File: src/rtl/pipe_idex_operand_stage_if.sv
// Signal bundle around the ID/EX operand stage: decoded ID fields, the EX/MEM and MEM/WB
// forwarding sources, and the operands and controls handed to EX.
interface pipe_idex_operand_stage_if;
  logic        stall;
  logic        flush;
  logic        id_valid;
  logic [31:0] id_qa;
  logic [31:0] id_qb;
  logic [31:0] id_imm;
  logic [4:0]  id_sa;
  logic [4:0]  id_rs;
  logic [4:0]  id_rt;
  logic [4:0]  id_wn;
  logic [3:0]  id_aluc;
  logic        id_aluimm;
  logic        id_shift;
  logic        id_wreg;
  logic        id_m2reg;
  logic        id_wmem;
  logic        em_wreg;
  logic        em_m2reg;
  logic [4:0]  em_wn;
  logic [31:0] em_alu;
  logic        mw_wreg;
  logic [4:0]  mw_wn;
  logic [31:0] mw_result;
  logic [31:0] ex_a;
  logic [31:0] ex_b;
  logic [3:0]  ex_aluc;
  logic [31:0] ex_st_data;
  logic [4:0]  ex_wn;
  logic        ex_valid;
  logic        ex_wreg;
  logic        ex_m2reg;
  logic        ex_wmem;
  logic [1:0]  ex_fwd_a;
  logic [1:0]  ex_fwd_b;

  // master: the pipeline around the stage (ID, hazard unit, EX/MEM, MEM/WB)
  modport master (
    output stall, flush, id_valid, id_qa, id_qb, id_imm, id_sa, id_rs, id_rt, id_wn,
           id_aluc, id_aluimm, id_shift, id_wreg, id_m2reg, id_wmem,
           em_wreg, em_m2reg, em_wn, em_alu, mw_wreg, mw_wn, mw_result,
    input  ex_a, ex_b, ex_aluc, ex_st_data, ex_wn, ex_valid, ex_wreg, ex_m2reg, ex_wmem,
           ex_fwd_a, ex_fwd_b
  );

  modport slave (
    input  stall, flush, id_valid, id_qa, id_qb, id_imm, id_sa, id_rs, id_rt, id_wn,
           id_aluc, id_aluimm, id_shift, id_wreg, id_m2reg, id_wmem,
           em_wreg, em_m2reg, em_wn, em_alu, mw_wreg, mw_wn, mw_result,
    output ex_a, ex_b, ex_aluc, ex_st_data, ex_wn, ex_valid, ex_wreg, ex_m2reg, ex_wmem,
           ex_fwd_a, ex_fwd_b
  );
endinterface

File: src/rtl/pipe_idex_operand_stage.sv
// ID/EX pipeline register of the MIPS core: latches decoded operands and control, then
// resolves EX/MEM and MEM/WB forwarding to drive the EX-stage ALU inputs.
module pipe_idex_operand_stage #(
  parameter logic [3:0] NOP_ALUC = 4'b0000
) (
  input logic                         clock,
  input logic                         resetn,
  pipe_idex_operand_stage_if.slave    bus
);

  localparam logic [1:0] SRC_REG = 2'd0;
  localparam logic [1:0] SRC_EM  = 2'd1;
  localparam logic [1:0] SRC_MW  = 2'd2;

  logic        r_valid;
  logic [31:0] r_qa;
  logic [31:0] r_qb;
  logic [31:0] r_imm;
  logic [4:0]  r_sa;
  logic [4:0]  r_rs;
  logic [4:0]  r_rt;
  logic [4:0]  r_wn;
  logic [3:0]  r_aluc;
  logic        r_aluimm;
  logic        r_shift;
  logic        r_wreg;
  logic        r_m2reg;
  logic        r_wmem;

  // Edge priority: reset, then flush (bubble, wins over stall), then stall (hold), then load.
  always_ff @(posedge clock or negedge resetn) begin
    if (!resetn) begin
      r_valid  <= 1'b0;
      r_qa     <= '0;
      r_qb     <= '0;
      r_imm    <= '0;
      r_sa     <= '0;
      r_rs     <= '0;
      r_rt     <= '0;
      r_wn     <= '0;
      r_aluc   <= NOP_ALUC;
      r_aluimm <= 1'b0;
      r_shift  <= 1'b0;
      r_wreg   <= 1'b0;
      r_m2reg  <= 1'b0;
      r_wmem   <= 1'b0;
    end else if (bus.flush) begin
      r_valid  <= 1'b0;
      r_qa     <= '0;
      r_qb     <= '0;
      r_imm    <= '0;
      r_sa     <= '0;
      r_rs     <= '0;
      r_rt     <= '0;
      r_wn     <= '0;
      r_aluc   <= NOP_ALUC;
      r_aluimm <= 1'b0;
      r_shift  <= 1'b0;
      r_wreg   <= 1'b0;
      r_m2reg  <= 1'b0;
      r_wmem   <= 1'b0;
    end else if (!bus.stall) begin
      r_valid  <= bus.id_valid;
      r_qa     <= bus.id_qa;
      r_qb     <= bus.id_qb;
      r_imm    <= bus.id_imm;
      r_sa     <= bus.id_sa;
      r_rs     <= bus.id_rs;
      r_rt     <= bus.id_rt;
      r_wn     <= bus.id_wn;
      r_aluc   <= bus.id_aluc;
      r_aluimm <= bus.id_aluimm;
      r_shift  <= bus.id_shift;
      r_wreg   <= bus.id_wreg  & bus.id_valid;
      r_m2reg  <= bus.id_m2reg & bus.id_valid;
      r_wmem   <= bus.id_wmem  & bus.id_valid;
    end
  end

  // A load in EX/MEM has no data yet; the hazard unit bubbles that case, so it is never a source.
  logic em_fwd_ok;
  logic mw_fwd_ok;
  assign em_fwd_ok = bus.em_wreg & ~bus.em_m2reg & (bus.em_wn != 5'd0);
  assign mw_fwd_ok = bus.mw_wreg & (bus.mw_wn != 5'd0);

  logic [1:0]  sel_a;
  logic [1:0]  sel_b;
  logic [31:0] fwd_a;
  logic [31:0] fwd_b;

  always_comb begin
    sel_a = SRC_REG;
    fwd_a = r_qa;
    if (em_fwd_ok && (bus.em_wn == r_rs)) begin
      sel_a = SRC_EM;
      fwd_a = bus.em_alu;
    end else if (mw_fwd_ok && (bus.mw_wn == r_rs)) begin
      sel_a = SRC_MW;
      fwd_a = bus.mw_result;
    end
  end

  always_comb begin
    sel_b = SRC_REG;
    fwd_b = r_qb;
    if (em_fwd_ok && (bus.em_wn == r_rt)) begin
      sel_b = SRC_EM;
      fwd_b = bus.em_alu;
    end else if (mw_fwd_ok && (bus.mw_wn == r_rt)) begin
      sel_b = SRC_MW;
      fwd_b = bus.mw_result;
    end
  end

  // Forwarding sources are reported even when shift/aluimm override the operand.
  assign bus.ex_a       = r_shift  ? {27'b0, r_sa} : fwd_a;
  assign bus.ex_b       = r_aluimm ? r_imm : fwd_b;
  assign bus.ex_st_data = fwd_b;
  assign bus.ex_aluc    = r_aluc;
  assign bus.ex_wn      = r_wn;
  assign bus.ex_valid   = r_valid;
  assign bus.ex_wreg    = r_wreg;
  assign bus.ex_m2reg   = r_m2reg;
  assign bus.ex_wmem    = r_wmem;
  assign bus.ex_fwd_a   = sel_a;
  assign bus.ex_fwd_b   = sel_b;

endmodule

File: src/flat_wrapper.sv
// flat-port wrapper written by rule: the top's interface ports become plain ports
module pipe_idex_operand_stage_flat 
#(
  parameter logic [3:0] NOP_ALUC = 4'b0000
)
  (clock, resetn, bus_stall, bus_flush, bus_id_valid, bus_id_qa, bus_id_qb, bus_id_imm, bus_id_sa, bus_id_rs, bus_id_rt, bus_id_wn, bus_id_aluc, bus_id_aluimm, bus_id_shift, bus_id_wreg, bus_id_m2reg, bus_id_wmem, bus_em_wreg, bus_em_m2reg, bus_em_wn, bus_em_alu, bus_mw_wreg, bus_mw_wn, bus_mw_result, bus_ex_a, bus_ex_b, bus_ex_aluc, bus_ex_st_data, bus_ex_wn, bus_ex_valid, bus_ex_wreg, bus_ex_m2reg, bus_ex_wmem, bus_ex_fwd_a, bus_ex_fwd_b);
  pipe_idex_operand_stage_if bus_i ();
  input logic clock;
  input logic resetn;
  input wire logic [$bits(bus_i.stall)-1:0] bus_stall;
  input wire logic [$bits(bus_i.flush)-1:0] bus_flush;
  input wire logic [$bits(bus_i.id_valid)-1:0] bus_id_valid;
  input wire logic [$bits(bus_i.id_qa)-1:0] bus_id_qa;
  input wire logic [$bits(bus_i.id_qb)-1:0] bus_id_qb;
  input wire logic [$bits(bus_i.id_imm)-1:0] bus_id_imm;
  input wire logic [$bits(bus_i.id_sa)-1:0] bus_id_sa;
  input wire logic [$bits(bus_i.id_rs)-1:0] bus_id_rs;
  input wire logic [$bits(bus_i.id_rt)-1:0] bus_id_rt;
  input wire logic [$bits(bus_i.id_wn)-1:0] bus_id_wn;
  input wire logic [$bits(bus_i.id_aluc)-1:0] bus_id_aluc;
  input wire logic [$bits(bus_i.id_aluimm)-1:0] bus_id_aluimm;
  input wire logic [$bits(bus_i.id_shift)-1:0] bus_id_shift;
  input wire logic [$bits(bus_i.id_wreg)-1:0] bus_id_wreg;
  input wire logic [$bits(bus_i.id_m2reg)-1:0] bus_id_m2reg;
  input wire logic [$bits(bus_i.id_wmem)-1:0] bus_id_wmem;
  input wire logic [$bits(bus_i.em_wreg)-1:0] bus_em_wreg;
  input wire logic [$bits(bus_i.em_m2reg)-1:0] bus_em_m2reg;
  input wire logic [$bits(bus_i.em_wn)-1:0] bus_em_wn;
  input wire logic [$bits(bus_i.em_alu)-1:0] bus_em_alu;
  input wire logic [$bits(bus_i.mw_wreg)-1:0] bus_mw_wreg;
  input wire logic [$bits(bus_i.mw_wn)-1:0] bus_mw_wn;
  input wire logic [$bits(bus_i.mw_result)-1:0] bus_mw_result;
  output wire logic [$bits(bus_i.ex_a)-1:0] bus_ex_a;
  output wire logic [$bits(bus_i.ex_b)-1:0] bus_ex_b;
  output wire logic [$bits(bus_i.ex_aluc)-1:0] bus_ex_aluc;
  output wire logic [$bits(bus_i.ex_st_data)-1:0] bus_ex_st_data;
  output wire logic [$bits(bus_i.ex_wn)-1:0] bus_ex_wn;
  output wire logic [$bits(bus_i.ex_valid)-1:0] bus_ex_valid;
  output wire logic [$bits(bus_i.ex_wreg)-1:0] bus_ex_wreg;
  output wire logic [$bits(bus_i.ex_m2reg)-1:0] bus_ex_m2reg;
  output wire logic [$bits(bus_i.ex_wmem)-1:0] bus_ex_wmem;
  output wire logic [$bits(bus_i.ex_fwd_a)-1:0] bus_ex_fwd_a;
  output wire logic [$bits(bus_i.ex_fwd_b)-1:0] bus_ex_fwd_b;
  assign bus_i.stall = bus_stall;
  assign bus_i.flush = bus_flush;
  assign bus_i.id_valid = bus_id_valid;
  assign bus_i.id_qa = bus_id_qa;
  assign bus_i.id_qb = bus_id_qb;
  assign bus_i.id_imm = bus_id_imm;
  assign bus_i.id_sa = bus_id_sa;
  assign bus_i.id_rs = bus_id_rs;
  assign bus_i.id_rt = bus_id_rt;
  assign bus_i.id_wn = bus_id_wn;
  assign bus_i.id_aluc = bus_id_aluc;
  assign bus_i.id_aluimm = bus_id_aluimm;
  assign bus_i.id_shift = bus_id_shift;
  assign bus_i.id_wreg = bus_id_wreg;
  assign bus_i.id_m2reg = bus_id_m2reg;
  assign bus_i.id_wmem = bus_id_wmem;
  assign bus_i.em_wreg = bus_em_wreg;
  assign bus_i.em_m2reg = bus_em_m2reg;
  assign bus_i.em_wn = bus_em_wn;
  assign bus_i.em_alu = bus_em_alu;
  assign bus_i.mw_wreg = bus_mw_wreg;
  assign bus_i.mw_wn = bus_mw_wn;
  assign bus_i.mw_result = bus_mw_result;
  assign bus_ex_a = bus_i.ex_a;
  assign bus_ex_b = bus_i.ex_b;
  assign bus_ex_aluc = bus_i.ex_aluc;
  assign bus_ex_st_data = bus_i.ex_st_data;
  assign bus_ex_wn = bus_i.ex_wn;
  assign bus_ex_valid = bus_i.ex_valid;
  assign bus_ex_wreg = bus_i.ex_wreg;
  assign bus_ex_m2reg = bus_i.ex_m2reg;
  assign bus_ex_wmem = bus_i.ex_wmem;
  assign bus_ex_fwd_a = bus_i.ex_fwd_a;
  assign bus_ex_fwd_b = bus_i.ex_fwd_b;
  pipe_idex_operand_stage #(.NOP_ALUC(NOP_ALUC)) u_core (.clock(clock), .resetn(resetn), .bus(bus_i));
endmodule
File: config.mk
export PLATFORM = sky130hd
export DESIGN_NAME = pipe_idex_operand_stage_flat
export DESIGN_NICKNAME = d
export VERILOG_FILES = /design/src/rtl/pipe_idex_operand_stage_if.sv /design/src/rtl/pipe_idex_operand_stage.sv /design/src/flat_wrapper.sv
export SDC_FILE = /design/constraint.sdc
export NUM_CORES = 1
export LEC_CHECK = 0
export CAP_MARGIN = 20
export CORE_MARGIN = 2
export CORE_UTILIZATION = 39
export CTS_CLUSTER_SIZE = 28
export DETAILED_ROUTE_END_ITERATION = 7
export PLACE_DENSITY = 0.77
export SLEW_MARGIN = 20
export SYNTH_ARGS = -nofsm -noshare
export SYNTH_HDL_FRONTEND = slang
export SYNTH_SLANG_ARGS = --single-unit
File: constraint.sdc
create_clock -name clock -period 2.9 [get_ports clock]
set_clock_uncertainty 0.2 [all_clocks]
set_input_delay 0.725 -clock clock [delete_from_list [all_inputs] [get_ports clock]]
set_output_delay 0.725 -clock clock [all_outputs]
set_load 0.05 [all_outputs]
Word level (Yosys, flattened, before mapping)
Cells that the tools add are included.

word-level totals
  flip-flop bits (word level) = 126
  input port bits = 207

operators by class
  eq/ne operators = 5
  bitwise gates (word level) = 7
  reductions and logical operators = 6
  multiplexer cells = 38

operators with widths
  kind                  count
  $mux W32              12
  $mux W5               8
  $eq A5 B5 Y1          4
  $mux W1               12
  $reduce_bool A5 Y1    2
  $mux W2               4
  $mux W4               2
  $and A1 B1 Y1         6
  $logic_and A1 B1 Y1   4
  $ne A2 B1 Y1 const B  1
  $not A1 Y1            1

Logic depth before layout (Yosys ltp)
Gate-level depths: netlist (run 1).

  depth in word-level cells = 6
  gate-level depth with buffers = 7
  gate-level depth less buffers = 6

Least setup slack after synthesis (run 1)
No wires, ideal clock.

  path type = input-to-output
  start point = in bus_em_wn[2]
  end point = out bus_ex_b[0]
  required time = 1,975 ps
  cell stages on the path = 7
  arrival = 3,256 ps
  setup slack = -1,281 ps
  path through = xor2_1 nor3_1 nand3_1 inv_1 nor2_1 buf_2 a221oi_1

between the ends
  longest elaborated chain between the ends = 5
  elaborated cells on any way between the ends = 6

ends and longest elaborated chain
  element                RTL line                        RTL
  start: declaration     flat_wrapper.sv:28              input wire logic [$bits(bus_i.em_wn)-1:0] bus_em_wn;
  $reduce_bool A5 Y1     pipe_idex_operand_stage.sv:83   assign em_fwd_ok = bus.em_wreg & ~bus.em_m2reg & (bus.em_wn != 5'd0);
  $and A1 B1 Y1          pipe_idex_operand_stage.sv:83
  $logic_and A1 B1 Y1 *  pipe_idex_operand_stage.sv:106  if (em_fwd_ok && (bus.em_wn == r_rt)) begin
  $mux W32 *             pipe_idex_operand_stage.sv:106
  $mux W32 *             pipe_idex_operand_stage.sv:117  assign bus.ex_b = r_aluimm ? r_imm : fwd_b;
  end: declaration       flat_wrapper.sv:34              output wire logic [$bits(bus_i.ex_b)-1:0] bus_ex_b;

Every way passes the cells marked *; elsewhere a longest branch is shown, timed or not.

Worst setup path after layout (run 1)
  start point = in bus_mw_wn[2]
  end point = out bus_ex_b[23]

between the ends
  longest elaborated chain between the ends = 6
  elaborated cells on any way between the ends = 7

ends and longest elaborated chain
  element                RTL line                        RTL
  start: declaration     flat_wrapper.sv:31              input wire logic [$bits(bus_i.mw_wn)-1:0] bus_mw_wn;
  $reduce_bool A5 Y1     pipe_idex_operand_stage.sv:84   assign mw_fwd_ok = bus.mw_wreg & (bus.mw_wn != 5'd0);
  $and A1 B1 Y1          pipe_idex_operand_stage.sv:84
  $logic_and A1 B1 Y1 *  pipe_idex_operand_stage.sv:109  end else if (mw_fwd_ok && (bus.mw_wn == r_rt)) begin
  $mux W32 *             pipe_idex_operand_stage.sv:109
  $mux W32 *             pipe_idex_operand_stage.sv:106
  $mux W32 *             pipe_idex_operand_stage.sv:117

Marks and branches as above.

==> results.toml, run 1 <==
[status]
status = "finished with violations"
violations = "setup timing"

[grt]
grt_max_degree = 57
grt_usage_pct = 31.71
grt_pass1_wl_um = 48820
antenna_found_initial = 2
overflow = 0
first_global_vias = 8483

[floorplan]
io_pins = 320
core_um2 = 18830
die_x_um = 143.1
dieHeight_um = 143.1
std_cell_rows = 50
start_util_pct = 40.05
dieArea_um2 = 20470

[clock_tree]
cts_root_buffer = "clkbuf_16"
htreeDepth = 4
cts_sinks = 126
numCtsBuffers = 17
cts_tree = "done"
clock_latency_ns = 0.42
clock_path_buffers = 2
path_clk_slew_ns = 0.06

[run]
max_cap_viol_count = 0

[timing]
worstMarginPinSlew_ns = 0.5872
hold_violations = 0
slew_viol_final = 0
fin_crit_ns = 3.623
min_period_over_period_pct = 124.9
rsz0062_at_grt = "yes"
fin_ws_ns = -0.7227
fmax_mhz = 276.0
hold-worst-slack_ns = 0.3252
slew-limit-headroom_pct = 60.85
final-setup-viol-count = 99

[setup_path]
path_common_cell = "buf_12"
critPathCaptureType = "output port"
path_buf_inv = 4
crit_fanout = 8
start_kind = "primary input"
crit_path_top_delay_cell = "or4_4"
path_delay_family = "simple AND/OR/NAND/NOR gates"
crit_arrival_ns = 2.70
cp.required_ns = 1.98
path_class = "primary input to output port"
crit_chain = "buf_8 -> or4_4 -> o21a_4 -> nand4_4 -> buf_4 -> buf_12 -> mux2i_4 -> a221oi_4 -> buf_12"
critical-path-max-stage-delay_ns = 0.52

[synth]
synth_area_um2 = 7542
ys_warn_count = 0
synth_fp_nets = 1018
synth_edf_count = 0
ys.flop_type = "dfrtp_1"
synth_seq_cells = 126
ys_types = 28
synthCells = 811
yosys.area.top_type_share_pct = 41.80
ys_seq_area_share_pct = 41.80
syn_avg_cell_area_um2 = 9.300
async_reset_ff_share_pct = 100.0
yosys.area.top_type = "dfrtp_1"
synth.area.top_cells = "dfrtp_1, mux2i_1, nor2_1"

[drt]
drtIter0Drc = 406
wl_per_cell_um = 22.67
drt_wl_total_um = 33120
antenna_left = 0
vias_per_cell = 5.478
vias = 8003
drc = 0
drt-pass1-iter-count = 4

[finish]
utilization_pct = 82.10
drive_gt1_share_pct = 35.95
fillers = 1037
areaGrowthSynthToFinish_pct = 105.0
nNetsFinal = 1390

[pwr]
ir_drop_mv = 0.4578
leakagePower_nw = 6.541
p_per_area_nw_per_um2 = 432.3

[place]
place_congestion = 0.9248
hpwlAfterDp_um = 22430
port_buffers = 319

[min_path]
hold_class = "flip-flop to flip-flop"
registers in the layout, summed over array words and instances, names as in the netlist:
signal	flops
u_core.bus.ex_wn	5
u_core.bus.ex_wmem	1
u_core.bus.ex_valid	1
u_core.r_imm	32
u_core.bus.ex_m2reg	1
u_core.bus.ex_aluc	4
u_core.r_shift	1
u_core.bus.ex_wreg	1
u_core.r_sa	5
u_core.r_aluimm	1
u_core.r_rt	5
u_core.r_rs	5
u_core.r_qa	32
u_core.r_qb	32
synthesized netlist by cell type (all sizes together), types with 2 or more instances:
| cell | instances |
|---|---|
| nor2 | 193 |
| mux2i | 159 |
| dfrtp | 126 |
| nand2 | 55 |
| clkbuf | 45 |
| nor3 | 42 |
| inv | 39 |
| a221oi | 37 |
| a21oi | 35 |
| a311oi | 27 |
| buf | 22 |
| xor2 | 16 |
| xnor2 | 4 |
| a22oi | 2 |
| nand3 | 2 |
| nand4 | 2 |
cell usage in the layout (no fill, tap or decap), types with 2 or more instances in the layout:
cell / synthesis / final
clkdlybuf4s50_1: 0 / 204
nor2_1: 193 / 186
mux2i_1: 159 / 124
dfrtp_1: 126 / 124
buf_12: 3 / 108
buf_4: 2 / 53
inv_1: 39 / 37
a221oi_4: 0 / 37
nor3_1: 42 / 33
buf_6: 1 / 33
mux2i_4: 0 / 32
a21oi_4: 0 / 32
nand2_1: 55 / 29
a311oi_4: 0 / 27
clkbuf_16: 0 / 19
nand2_2: 0 / 17
xor2_1: 16 / 14
nand2_4: 0 / 9
nor3_2: 0 / 8
buf_8: 0 / 7
diode_2: 0 / 5
bufinv_16: 0 / 5
nor2_4: 0 / 4
clkinvlp_4: 0 / 4
xnor2_1: 4 / 3
nor2_2: 0 / 3
mux2i_2: 0 / 3
clkinv_4: 0 / 3
buf_2: 8 / 3
dlygate4sd2_1: 0 / 3
xor2_2: 0 / 2
and3_4: 0 / 2
nand3_4: 0 / 2
a22oi_1: 2 / 2
a21oi_1: 35 / 2
clkdlybuf4s15_2: 0 / 2
dfrtp_4: 0 / 2
final timing paths:
check | startpoint | end | slack, ns | cells past startpoint
setup / recovery | bus_mw_wn[2] | bus_ex_b[23] | -0.72 | 9
hold / removal | u_core.r_imm[5] | u_core.r_imm[5] | 0.33 | 2
setup reg to reg | u_core.r_aluimm | u_core.r_aluimm | 1.48 | 3
hold reg to reg | u_core.r_imm[5] | u_core.r_imm[5] | 0.33 | 2
max in group asynchronous | resetn | u_core.r_imm[23] | 1.33 | 3
min in group asynchronous | resetn | u_core.bus.ex_aluc[0] | 0.54 | 2
worst reg2reg max path, stage by stage (launching register included):
cell     delay, ns
dfrtp_4       0.59
buf_12        0.31
mux2i_1       0.13
nor2_1        0.12
stage by stage:
| step | setup WS, ns | instance area [um2] | setup TNS, ns | total power, mW | instances |
|---|---|---|---|---|---|
| 2_1_floorplan | -0.5931 | 9319 | -44.56 | 3.126 | 811 |
| 3_3_place_gp | -1.051 | 14010 | -96.49 | 4.164 | 1392 |
| 3_5_place_dp | -1.116 | 14010 | -97.91 | 4.200 | 1392 |
| 4_1_cts | -0.7026 | 15240 | -60.62 | 6.671 | 1447 |
| 5_1_grt | -0.7469 | 15450 | -63.86 | 6.885 | 1457 |
| 6_report | -0.7227 | 15460 | -59.78 | 6.683 | 1461 |
routing by layer:
metal	up-vias	share of wire, %	global-route usage, %	wire, um
met5	-	0	0	0
met4	0	3.0	12.25	1008
met3	59	6.3	6.875	2099
met2	340	53	55.65	17400
met1	4015	38	37.88	12620
li1	3589	-	-	-
power breakdown:
part           leakage, nW  internal, mW  switching, mW
clock network        0.310          1.55          0.848
logic                 4.56          1.14           1.20
registers             1.67          1.86         0.0901
cell families (layout without fill, tap and decap cells):
kind of cell / count (synthesis) / after routing / synth area share, %
AND/OR/NAND/NOR: 298 / 299 / 16.04
multiplexers: 159 / 159 / 21.10
flip-flops: 126 / 126 / 41.80
buffers and inverters: 106 / 490 / 6.254
AO/OA/AOI/OAI: 102 / 102 / 12.48
XOR/XNOR: 20 / 20 / 2.322
other: 0 / 5 / 0
area by class of cell:
cell class,instances,area [um2],area share [%]
sequential,126,3161,20.44
multi-input combinational,580,5908,38.22
inverter,39,152.6,0.9874
clock inverter,13,212.7,1.376
clock buffer,19,442.9,2.865
timing repair buffer,419,5245,33.93
tap,260,325.3,2.104
antenna,5,12.51,0.08093
what timing repair did:
action                                  4_1_cts  5_1_grt
cloned                                        3        2
endpoints found under the setup margin      100      100
resized for setup                           119       34
setup buffers                                20       10
hold endpoints to repair                     17        0
hold buffers                                  1        0
pin swaps                                    42       26
Power figures use the tool's default switching activity.
==> run 2: changes to the inputs <==
--- a/config.mk
+++ b/config.mk
@@ -11,6 +11,7 @@
 export CTS_CLUSTER_SIZE = 28
 export DETAILED_ROUTE_END_ITERATION = 7
 export PLACE_DENSITY = 0.77
+export REMOVE_ABC_BUFFERS = 1
 export SLEW_MARGIN = 20
 export SYNTH_ARGS = -nofsm -noshare
 export SYNTH_HDL_FRONTEND = slang
==> run 2 against run 1 <==
The flow still finishes with violations (setup timing). Via count grew 1.8%. Critical endpoint is now bus_ex_st_data[27]. Critical path type unchanged. Die area is the same. Worst setup slack lost 0.061 ns. Combinational power is essentially flat.
==> results.toml, run 2 (synthesized netlist as in run 1, its figures left out) <==
[finish]
stdcell_area_um2 = 15150
nNetsFinal = 1395
utilization_pct = 80.47
fillers = 995
layout_common_cells = "clkdlybuf4s50_1, nor2_1, mux2i_1"
areaGrowthSynthToFinish_pct = 100.9
drive_gt1_share_pct = 36.39
largest_registers = "u_core.r_imm x32, u_core.r_qa x32, u_core.r_qb x32"
multi_input_area_um2 = 5371
final_common_cell = "clkdlybuf4s50_1"
seq_area_um2 = 3154
stdcell_count = 1464

[floorplan]
die_x_um = 143.1
start_util_pct = 40.05
dieArea_um2 = 20470
std_cell_rows = 50
io_pins = 320
dieHeight_um = 143.1
core_um2 = 18830

[grt]
grt_usage_pct = 32.07
antenna_found_initial = 2
overflow = 0
first_global_vias = 8784
grt_max_degree = 70
grt_pass1_wl_um = 49400

[setup_path]
crit_path_top_delay_cell = "or4_4"
crit_chain = "buf_6 -> or4_4 -> o21a_4 -> buf_6 -> nand4_4 -> buf_6 -> buf_16 -> mux2i_4 -> a21oi_1 -> buf_12"
path_common_cell = "buf_6"
critPathCaptureType = "output port"
crit_arrival_ns = 2.76
ff2ff_path_depth = 3
start_kind = "primary input"
path_class = "primary input to output port"
cp.required_ns = 1.98
critical-path-max-stage-delay_ns = 0.52
crit_fanout = 5

[timing]
fmax_mhz = 271.5
setup_tns_ns = -64.97
min_period_over_period_pct = 127.0
worstMarginPinSlew_ns = 0.6002
hold_violations = 0
slew_viol_final = 0
fin_crit_ns = 3.684
slew-limit-headroom_pct = 59.99
rsz0062_at_grt = "yes"
fin_ws_ns = -0.7837
hold-worst-slack_ns = 0.1123
final-setup-viol-count = 100

[drt]
antenna_left = 0
drc = 0
drtIter0Drc = 431
drt_wl_total_um = 34420
wl_per_cell_um = 23.51
drt-pass1-iter-count = 7
vias = 8149
vias_per_cell = 5.566

[place]
dpl-instance-area_um2 = 12630
place_congestion = 0.8993
hpwlAfterDp_um = 20180
port_buffers = 319
dp_slack_ns = -1.126
dp_cells = 1418

[clock_tree]
clock_path_buffers = 2
cts_sinks = 126
clock_latency_ns = 0.42
cts_root_buffer = "clkbuf_16"
path_clk_slew_ns = 0.06
htreeDepth = 4
cts_tree = "done"
numCtsBuffers = 17

[status]
status = "finished with violations"
violations = "setup timing"

[pwr]
ir_drop_mv = 0.4277
leakagePower_nw = 6.595
p_per_area_nw_per_um2 = 429.8
power_mw = 6.513

[run]
max_cap_viol_count = 0

[min_path]
hold_class = "primary input to asynchronous set/reset pin"
==> run 2: changes by cell type in the layout (fill, tap and decap cells not counted), moves of 6 or more <==
cell      previous run  this run
nand2_4              9        28
a221oi_4            37        22
a21oi_2              1        23
buf_12             108       124
a221oi_2             0        15
a21oi_4             32         1
mux2i_4             32        26
a21oi_1              2        11
nand2_1             29         8
a311oi_4            27        15
a311oi_2             0        12
buf_8                7         1
buf_6               33        20
==> run 2: area by class of cell <==
type	count	share of cell area, %
Timing Repair Buffer	425	36.47
Clock inverter	10	0.8918
Clock buffer	22	3.195
Antenna cell	3	0.04954
Multi-Input combinational cell	579	35.45
Sequential cell	126	20.82
Inverter	39	0.9826
Tap cell	260	2.147
==> run 2: critical path: cells and delay by family <==
kind	cells	cell delay, ns
AOI/OAI and AO/OA	2	0.38
buffers and inverters	5	0.71
muxes	1	0.28
and+or+nand+nor	2	0.65
==> run 2: final timing paths <==
kind	from	end	slack, ns
setup / recovery	bus_mw_wn[4]	bus_ex_st_data[27]	-0.78
setup reg to reg	u_core.r_shift	u_core.r_shift	1.43
min in group clock	u_core.r_imm[20]	u_core.r_imm[20]	0.33
max in group asynchronous	resetn	u_core.r_qa[2]	2.02
hold reg to reg	u_core.r_imm[20]	u_core.r_imm[20]	0.33
hold / removal	resetn	u_core.r_imm[27]	0.11
==> run 2: per-layer routing <==
metal	vias to the layer above	GRT usage, %	wire length [um]
met5	-	0	13
met4	2	15.27	1420
met3	119	10.26	2777
met2	449	56.08	17890
met1	3991	35.22	12320
li1	3588	-	-
==> run 2: power breakdown <==
group / total (mW) / switching (mW) / internal (mW)
Sequential: 1.95 / 0.0940 / 1.86
Combinational: 2.32 / 1.17 / 1.15
Clock: 2.25 / 0.807 / 1.44
==> run 2: repair_timing <==
action,in CTS,in global routing
endpoints found under the setup margin,100,100
hold buffers,0,0
cloned,9,2
gates resized for setup,230,102
pin swaps,106,26
buffers inserted,20,8
